## config.mk

```make
export PLATFORM = sky130hd
export DESIGN_NAME = frame_snapshot_buffer_flat
export DESIGN_NICKNAME = d
export VERILOG_FILES = /design/src/rtl/image_pkg.sv /design/src/rtl/frame_snapshot_buffer_if.sv /design/src/rtl/snapshot_ram.sv /design/src/rtl/frame_snapshot_buffer.sv /design/src/flat_wrapper.sv
export SDC_FILE = /design/constraint.sdc
export NUM_CORES = 1
export LEC_CHECK = 0
export CAP_MARGIN = 10
export CELL_PAD_IN_SITES_DETAIL_PLACEMENT = 1
export CELL_PAD_IN_SITES_GLOBAL_PLACEMENT = 1
export CORE_MARGIN = 2
export CORE_UTILIZATION = 55
export CTS_BUF_LIST = sky130_fd_sc_hd__clkbuf_16
export DETAILED_ROUTE_END_ITERATION = 8
export PLACE_DENSITY = 0.77
export REMOVE_ABC_BUFFERS = 1
export SLEW_MARGIN = 20
export SYNTH_ARGS = -nofsm -noshare
export SYNTH_HDL_FRONTEND = slang
export SYNTH_SLANG_ARGS = --single-unit
```

## constraint.sdc

```tcl
create_clock -name clk -period 3.9 [get_ports clk]
set_input_delay 1.17 -clock clk [delete_from_list [all_inputs] [get_ports clk]]
set_output_delay 1.17 -clock clk [all_outputs]
set_load 0.005 [all_outputs]
```

## src/rtl/image_pkg.sv

```systemverilog
// image_pkg: shared pixel/address types and snapshot FSM states for the
// frame snapshot buffer and the downstream UART image sender.
//   PIXEL_W    : RGB444 pixel width
//   ADDR_W     : frame RAM address width (up to 2^17 pixels)
//   MAX_PIXELS : largest frame the address width can hold
//   sat_inc8   : 8-bit increment that sticks at 255
package image_pkg;

   localparam int PIXEL_W    = 12;
   localparam int ADDR_W     = 17;
   localparam int MAX_PIXELS = 1 << ADDR_W;

   typedef logic [PIXEL_W-1:0] pixel_t;
   typedef logic [ADDR_W-1:0]  addr_t;

   typedef enum logic [1:0] {
      S_IDLE,
      S_ARM,
      S_CAPTURE,
      S_HOLD
   } snap_state_t;

   function automatic logic [7:0] sat_inc8(input logic [7:0] v);
      return (v == 8'hFF) ? v : v + 8'd1;
   endfunction

endpackage

```

## src/rtl/frame_snapshot_buffer_if.sv

```systemverilog
// frame_snapshot_buffer_if: camera pixel stream plus sender read bus.
//   frame_start : 1-cycle start-of-frame pulse from the camera
//   pix_valid   : pix_data valid this cycle
//   pix_data    : camera pixel, RGB444
//   rd_address  : read address from the image sender
//   rd_pixel    : pixel at rd_address, one cycle later
//   send_done   : sender's image-sent level
//   frame_ready : a complete frame is being held
// master = camera/sender side, slave = snapshot buffer.
interface frame_snapshot_buffer_if;
   import image_pkg::*;

   logic   frame_start;
   logic   pix_valid;
   pixel_t pix_data;
   addr_t  rd_address;
   pixel_t rd_pixel;
   logic   send_done;
   logic   frame_ready;

   modport master (
      output frame_start, pix_valid, pix_data, rd_address, send_done,
      input  rd_pixel, frame_ready
   );

   modport slave (
      input  frame_start, pix_valid, pix_data, rd_address, send_done,
      output rd_pixel, frame_ready
   );

endinterface

```

## src/rtl/snapshot_ram.sv

```systemverilog
// snapshot_ram: simple dual-port frame RAM, DEPTH x PIXEL_W.
//   clk     : clock
//   rst     : synchronous active-high reset of the read register only
//   we      : write enable
//   wr_addr : write address (writes beyond DEPTH are dropped)
//   wr_data : write data
//   rd_addr : read address
//   rd_data : registered read data; 0 for rd_addr >= DEPTH
module snapshot_ram
   import image_pkg::*;
#(
   parameter int DEPTH = 100
) (
   input  logic   clk,
   input  logic   rst,
   input  logic   we,
   input  addr_t  wr_addr,
   input  pixel_t wr_data,
   input  addr_t  rd_addr,
   output pixel_t rd_data
);

   localparam int IDX_W = (DEPTH > 1) ? $clog2(DEPTH) : 1;

   pixel_t           mem [DEPTH];
   logic [IDX_W-1:0] wr_idx;
   logic [IDX_W-1:0] rd_idx;
   logic             wr_in_range;
   logic             rd_in_range;

   assign wr_idx      = wr_addr[IDX_W-1:0];
   assign rd_idx      = rd_addr[IDX_W-1:0];
   // 32-bit compare so DEPTH = 2^17 does not truncate to zero
   assign wr_in_range = 32'(wr_addr) < 32'(DEPTH);
   assign rd_in_range = 32'(rd_addr) < 32'(DEPTH);

   always_ff @(posedge clk) begin
      if (we && wr_in_range) begin
         mem[wr_idx] <= wr_data;
      end
   end

   always_ff @(posedge clk) begin
      if (rst) begin
         rd_data <= '0;
      end else if (rd_in_range) begin
         rd_data <= mem[rd_idx];
      end else begin
         rd_data <= '0;
      end
   end

endmodule

```

## src/rtl/frame_snapshot_buffer.sv

```systemverilog
// frame_snapshot_buffer: captures one camera frame into RAM and freezes it
// until the image sender reports the whole image has been sent.
//   clk          : system clock
//   rst          : synchronous active-high reset (RAM contents kept)
//   capture_en   : level, permits arming for a new capture
//   bus          : frame_snapshot_buffer_if.slave (pixel stream + read bus)
//   frame_count  : completed captures, wraps 255->0
//   short_frames : captures restarted by an early frame_start, saturates
// Optional build macro SUBSAMPLE_EN: camera frame is 2*IMG_WIDTH wide and
// twice as tall; only pixels at even column and even row are stored.
module frame_snapshot_buffer
   import image_pkg::*;
#(
   parameter int NUM_PIXELS = 100,
   parameter int IMG_WIDTH  = 10
) (
   input  logic                   clk,
   input  logic                   rst,
   input  logic                   capture_en,
   frame_snapshot_buffer_if.slave bus,
   output logic [7:0]             frame_count,
   output logic [7:0]             short_frames
);

   localparam addr_t LAST_ADDR = addr_t'(NUM_PIXELS - 1);

   if (NUM_PIXELS < 1 || NUM_PIXELS > MAX_PIXELS || IMG_WIDTH < 1) begin : g_bad_cfg
      $error("frame_snapshot_buffer: unsupported NUM_PIXELS/IMG_WIDTH");
   end

   snap_state_t state;
   addr_t       wr_addr;
   addr_t       eff_addr;
   logic        send_done_q;
   logic        send_edge;
   logic        keep;
   logic        we;
   logic        last_write;

   // A frame_start inside a capture restarts it, and the pixel arriving in
   // that same cycle is already the first pixel of the new frame.
   assign eff_addr   = bus.frame_start ? '0 : wr_addr;
   assign we         = (state == S_CAPTURE) && capture_en && keep;
   assign last_write = we && (eff_addr == LAST_ADDR);
   assign send_edge  = bus.send_done && !send_done_q;

`ifdef SUBSAMPLE_EN
   localparam int CAM_W = 2 * IMG_WIDTH;

   logic [17:0] col;
   logic        row_odd;
   logic [17:0] cur_col;
   logic        cur_row_odd;

   // Only row parity matters, so the row counter is a single toggle bit.
   assign cur_col     = bus.frame_start ? '0 : col;
   assign cur_row_odd = bus.frame_start ? 1'b0 : row_odd;
   assign keep        = bus.pix_valid && !cur_col[0] && !cur_row_odd;

   always_ff @(posedge clk) begin
      if (rst) begin
         col     <= '0;
         row_odd <= 1'b0;
      end else if (bus.pix_valid) begin
         if (cur_col == 18'(CAM_W - 1)) begin
            col     <= '0;
            row_odd <= !cur_row_odd;
         end else begin
            col     <= cur_col + 18'd1;
            row_odd <= cur_row_odd;
         end
      end else if (bus.frame_start) begin
         col     <= '0;
         row_odd <= 1'b0;
      end
   end
`else
   assign keep = bus.pix_valid;
`endif

   always_ff @(posedge clk) begin
      if (rst) begin
         state           <= S_IDLE;
         wr_addr         <= '0;
         bus.frame_ready <= 1'b0;
         frame_count     <= '0;
         short_frames    <= '0;
         send_done_q     <= 1'b0;
      end else begin
         send_done_q <= bus.send_done;
         case (state)
            S_IDLE: begin
               if (capture_en) begin
                  state <= S_ARM;
               end
            end
            S_ARM: begin
               if (!capture_en) begin
                  state <= S_IDLE;
               end else if (bus.frame_start) begin
                  state   <= S_CAPTURE;
                  wr_addr <= '0;
               end
            end
            S_CAPTURE: begin
               if (!capture_en) begin
                  state <= S_IDLE;
               end else begin
                  if (bus.frame_start) begin
                     short_frames <= sat_inc8(short_frames);
                  end
                  if (last_write) begin
                     state           <= S_HOLD;
                     bus.frame_ready <= 1'b1;
                     frame_count     <= frame_count + 8'd1;
                  end
                  wr_addr <= we ? eff_addr + addr_t'(1) : eff_addr;
               end
            end
            S_HOLD: begin
               if (send_edge) begin
                  bus.frame_ready <= 1'b0;
                  state           <= capture_en ? S_ARM : S_IDLE;
               end
            end
            default: begin
               state <= S_IDLE;
            end
         endcase
      end
   end

   snapshot_ram #(
      .DEPTH (NUM_PIXELS)
   ) u_ram (
      .clk     (clk),
      .rst     (rst),
      .we      (we),
      .wr_addr (eff_addr),
      .wr_data (bus.pix_data),
      .rd_addr (bus.rd_address),
      .rd_data (bus.rd_pixel)
   );

endmodule

```

## src/flat_wrapper.sv

```systemverilog
// flat-port wrapper written by rule: the top's interface ports become plain ports
module frame_snapshot_buffer_flat import image_pkg::*;
#(
   parameter int NUM_PIXELS = 100,
   parameter int IMG_WIDTH  = 10
)
  (clk, rst, capture_en, frame_count, short_frames, bus_frame_start, bus_pix_valid, bus_pix_data, bus_rd_address, bus_send_done, bus_rd_pixel, bus_frame_ready);
  frame_snapshot_buffer_if bus_i ();
  input  logic clk;
  input  logic rst;
  input  logic capture_en;
  output logic [7:0] frame_count;
  output logic [7:0] short_frames;
  input wire logic [$bits(bus_i.frame_start)-1:0] bus_frame_start;
  input wire logic [$bits(bus_i.pix_valid)-1:0] bus_pix_valid;
  input wire logic [$bits(bus_i.pix_data)-1:0] bus_pix_data;
  input wire logic [$bits(bus_i.rd_address)-1:0] bus_rd_address;
  input wire logic [$bits(bus_i.send_done)-1:0] bus_send_done;
  output wire logic [$bits(bus_i.rd_pixel)-1:0] bus_rd_pixel;
  output wire logic [$bits(bus_i.frame_ready)-1:0] bus_frame_ready;
  assign bus_i.frame_start = bus_frame_start;
  assign bus_i.pix_valid = bus_pix_valid;
  assign bus_i.pix_data = bus_pix_data;
  assign bus_i.rd_address = bus_rd_address;
  assign bus_i.send_done = bus_send_done;
  assign bus_rd_pixel = bus_i.rd_pixel;
  assign bus_frame_ready = bus_i.frame_ready;
  frame_snapshot_buffer #(.NUM_PIXELS(NUM_PIXELS), .IMG_WIDTH(IMG_WIDTH)) u_core (.clk(clk), .rst(rst), .capture_en(capture_en), .bus(bus_i), .frame_count(frame_count), .short_frames(short_frames));
endmodule
```

==> qor.yml <==
route:
  vias: 26550
  route.detailed.drc: 0
  avgViaCountPerCell: 6.71
  drt_iter0_drc: 3381
  postRouteAntennaNets: 0
  routedWlPerCell_um: 35.2
  wl_um: 139000
  dr.pass1.iters: 6
timing:
  fmax_mhz: 285
  setup_ws_ps: 389
  post-route-period-util: 0.900
  setup_viol: 0
  clock_skew_ps: 34.3
  setup-tns-final_ps: 0
  slew_headroom: 0.252
  finalMaxSlewViolations: 0
  layout_min_cycle_time_ps: 3510
  hold_viol_final: 0
  worstMarginPinSlew_ps: 1120
  rsz0062_at_grt: "no"
floorplanning:
  die-width_um: 301
  fp.dieH_um: 301
  die_area_mm2: 0.0909
  rows: 109
  initial_core_util: 0.552
  core_mm2: 0.0881
  ioPinCount: 64
clocking:
  cts.sinks: 1249
  clk_path_buf_depth: 3
  cts.clk_slew.worst_paths_ps: 60
  cts_tree: "done"
  cts_resized: 0
  postCtsSetupBuffers: 0
  clkLatencyLatePin_ps: 720
  cts_root_buf: "clkbuf_16"
  numCtsBuffers: 121
  htreeDepth: 3
  postCtsHoldBufs: 0
setup_path:
  crit_type: "input port to flip-flop"
  end_kind: "flip-flop"
  cp_max_fo: 33
  crit_arrival_ps: 4090
  r2r.worst_path.cells: 7
  cp.required_ps: 4480
  crit_path_start_kind: "input port"
grt:
  track_usage: 0.312
  antenna_found_initial: 3
  grt_max_degree: 101
  overflow: 0
  grt_pass1_vias: 28033
  grt_pass1_wl_um: 201000
cells_and_area:
  nets: 2729
  design_area_mm2: 0.0559
  areaGrowthSynthToFinish_pct: 14.8
  utilization: 0.634
  drive_gt1_frac: 0.263
logic_synthesis:
  synth_area_leader_cell: "edfxtp_1"
  synth.avg_cell_area_um2: 20.3
  synthDistinctLibCells: 66
  synthFlopType: "edfxtp_1"
  synth_top_cells_by_count: "edfxtp_1 (1,200), mux4_2 (258), nor2_1 (154), mux2i_1 (93), nand2_1 (74)"
  netlist_area_mm2: 0.0487
  yosysMostFrequentCell: "edfxtp_1"
  synth_cells: 2403
  yosysTopAreaCellShare: 0.740
  yosysSeqAreaShare: 0.761
  ys_seq_elements: 1249
  async_flop_share: 0
  netlist_top_cells_area: "edfxtp_1 (74%), mux4_2 (12%), dfxtp_1 (2.0%)"
  synth_enable_flop_cells: 1200
  yosys_warnings: 0
hold_path:
  holdCritPathClass: "flip-flop to flip-flop"
  hold_depth: 2
power_and_ir_drop:
  power.density_mw_per_mm2: 487
  power_mw: 27.2
  ir_worst_vdd_v: 0.000407
  power.leakage_nw: 18.0
placed_design:
  finalWeightedCongestion: 0.868
  numPortBuffers: 63
  postPlaceCellArea_mm2: 0.0521
  dp_slack_ps: -440
  dp_hpwl_um: 85300
flow_run:
  maxCapViolCount: 0
outcome:
  status: "finished, final reports clean"
placed cells by master, fill, tap and decap left out, types with 5 or more instances in the layout:
cell / synthesis / layout
edfxtp_1: 1200 / 1200
mux2_2: 45 / 45
mux4_2: 258 / 258
clkinv_2: 0 / 23
nor2b_1: 12 / 10
clkdlybuf4s50_1: 0 / 46
dfxtp_1: 49 / 49
nand3b_1: 6 / 6
a221oi_1: 16 / 16
buf_4: 22 / 219
xnor2_1: 15 / 15
nor3_1: 17 / 16
nand3_1: 51 / 51
or4_1: 5 / 5
a211o_1: 8 / 8
xor2_1: 8 / 8
nor2_1: 154 / 153
a22oi_1: 27 / 27
a2111oi_0: 16 / 13
clkinv_1: 1 / 30
bufinv_16: 0 / 8
nor3b_1: 5 / 5
o21ai_0: 13 / 13
o22a_1: 5 / 5
a31oi_1: 9 / 9
nand4_1: 13 / 13
inv_1: 10 / 41
mux2i_1: 93 / 93
o211ai_1: 9 / 9
a22o_1: 15 / 15
a21oi_1: 25 / 25
clkbuf_16: 0 / 124
nand2_1: 74 / 74
nor4_1: 7 / 7
o221ai_1: 9 / 9
buf_6: 19 / 8
o22ai_1: 20 / 20
buf_12: 0 / 24
o2111ai_1: 10 / 10
cell families (layout without fill, tap and decap cells):
family,count (synthesis),count (layout),share of synthesized area
AND/OR/NAND/NOR,375,375,0.0363
XOR/XNOR,23,23,0.00414
other,0,2,0
AO/OA/AOI/OAI,209,209,0.0324
buffers and inverters,148,535,0.0169
flip-flops,1249,1249,0.761
adder cells (fa/ha/maj),3,3,0.000771
multiplexers,396,396,0.149
metrics by stage:
stage	hold slack [ps]	std cells
after global placement	500	3733
final	534	3957
after CTS	538	3955
after global routing	581	3955
after detailed placement	514	3733
after floorplan	483	2267
registers in the layout, indices dropped and copies added, names as in the netlist:
| name | flops |
|---|---|
| u_core.u_ram.mem | 1200 |
| u_core.wr_addr | 17 |
| u_core.u_ram.rd_data | 12 |
| u_core.frame_count | 8 |
| u_core.short_frames | 8 |
| u_core.state | 2 |
| u_core.bus.frame_ready | 1 |
| u_core.send_done_q | 1 |
cell type report:
cell class | instances | area, um2
diodes | 2 | 5.00
clock buffers | 124 | 3100
clock inverters | 98 | 668
fillers | 7344 | 32200
inverters | 12 | 45.0
multi-input cells | 1006 | 10800
flip-flops and latches | 1249 | 37000
well taps | 1165 | 1460
repair buffers | 301 | 2710
path summary, 6_finish.rpt:
path                              start                       to  slack [ps]
hold reg to reg   u_core.frame_count[7]    u_core.frame_count[7]         530
setup reg to reg     u_core.wr_addr[10]  u_core.u_ram.mem[60][3]        1070
hold / removal    u_core.frame_count[7]    u_core.frame_count[7]         530
setup / recovery      bus_rd_address[0]  u_core.u_ram.rd_data[4]         390
power by group:
part	switching [mW]	internal (mW)
sequential	0.00242	14.7
clock	4.95	6.25
combinational	0.844	0.491
total	5.80	21.4
metal layers:
| metal | global-route usage | vias up | wire (um) |
|---|---|---|---|
| li1 | - | 10549 | - |
| met1 | 0.420 | 14032 | 52100 |
| met2 | 0.506 | 1638 | 68000 |
| met3 | 0.0566 | 329 | 12300 |
| met4 | 0.137 | 2 | 6660 |
| met5 | 0 | - | 13 |
critical path, stage by stage:
cell	delay, ps
buf_8	360
buf_12	280
buf_4	290
mux4_2	520
a2111oi_1	930
or4_1	360
a31oi_1	130
Power figures use the tool's default switching activity.
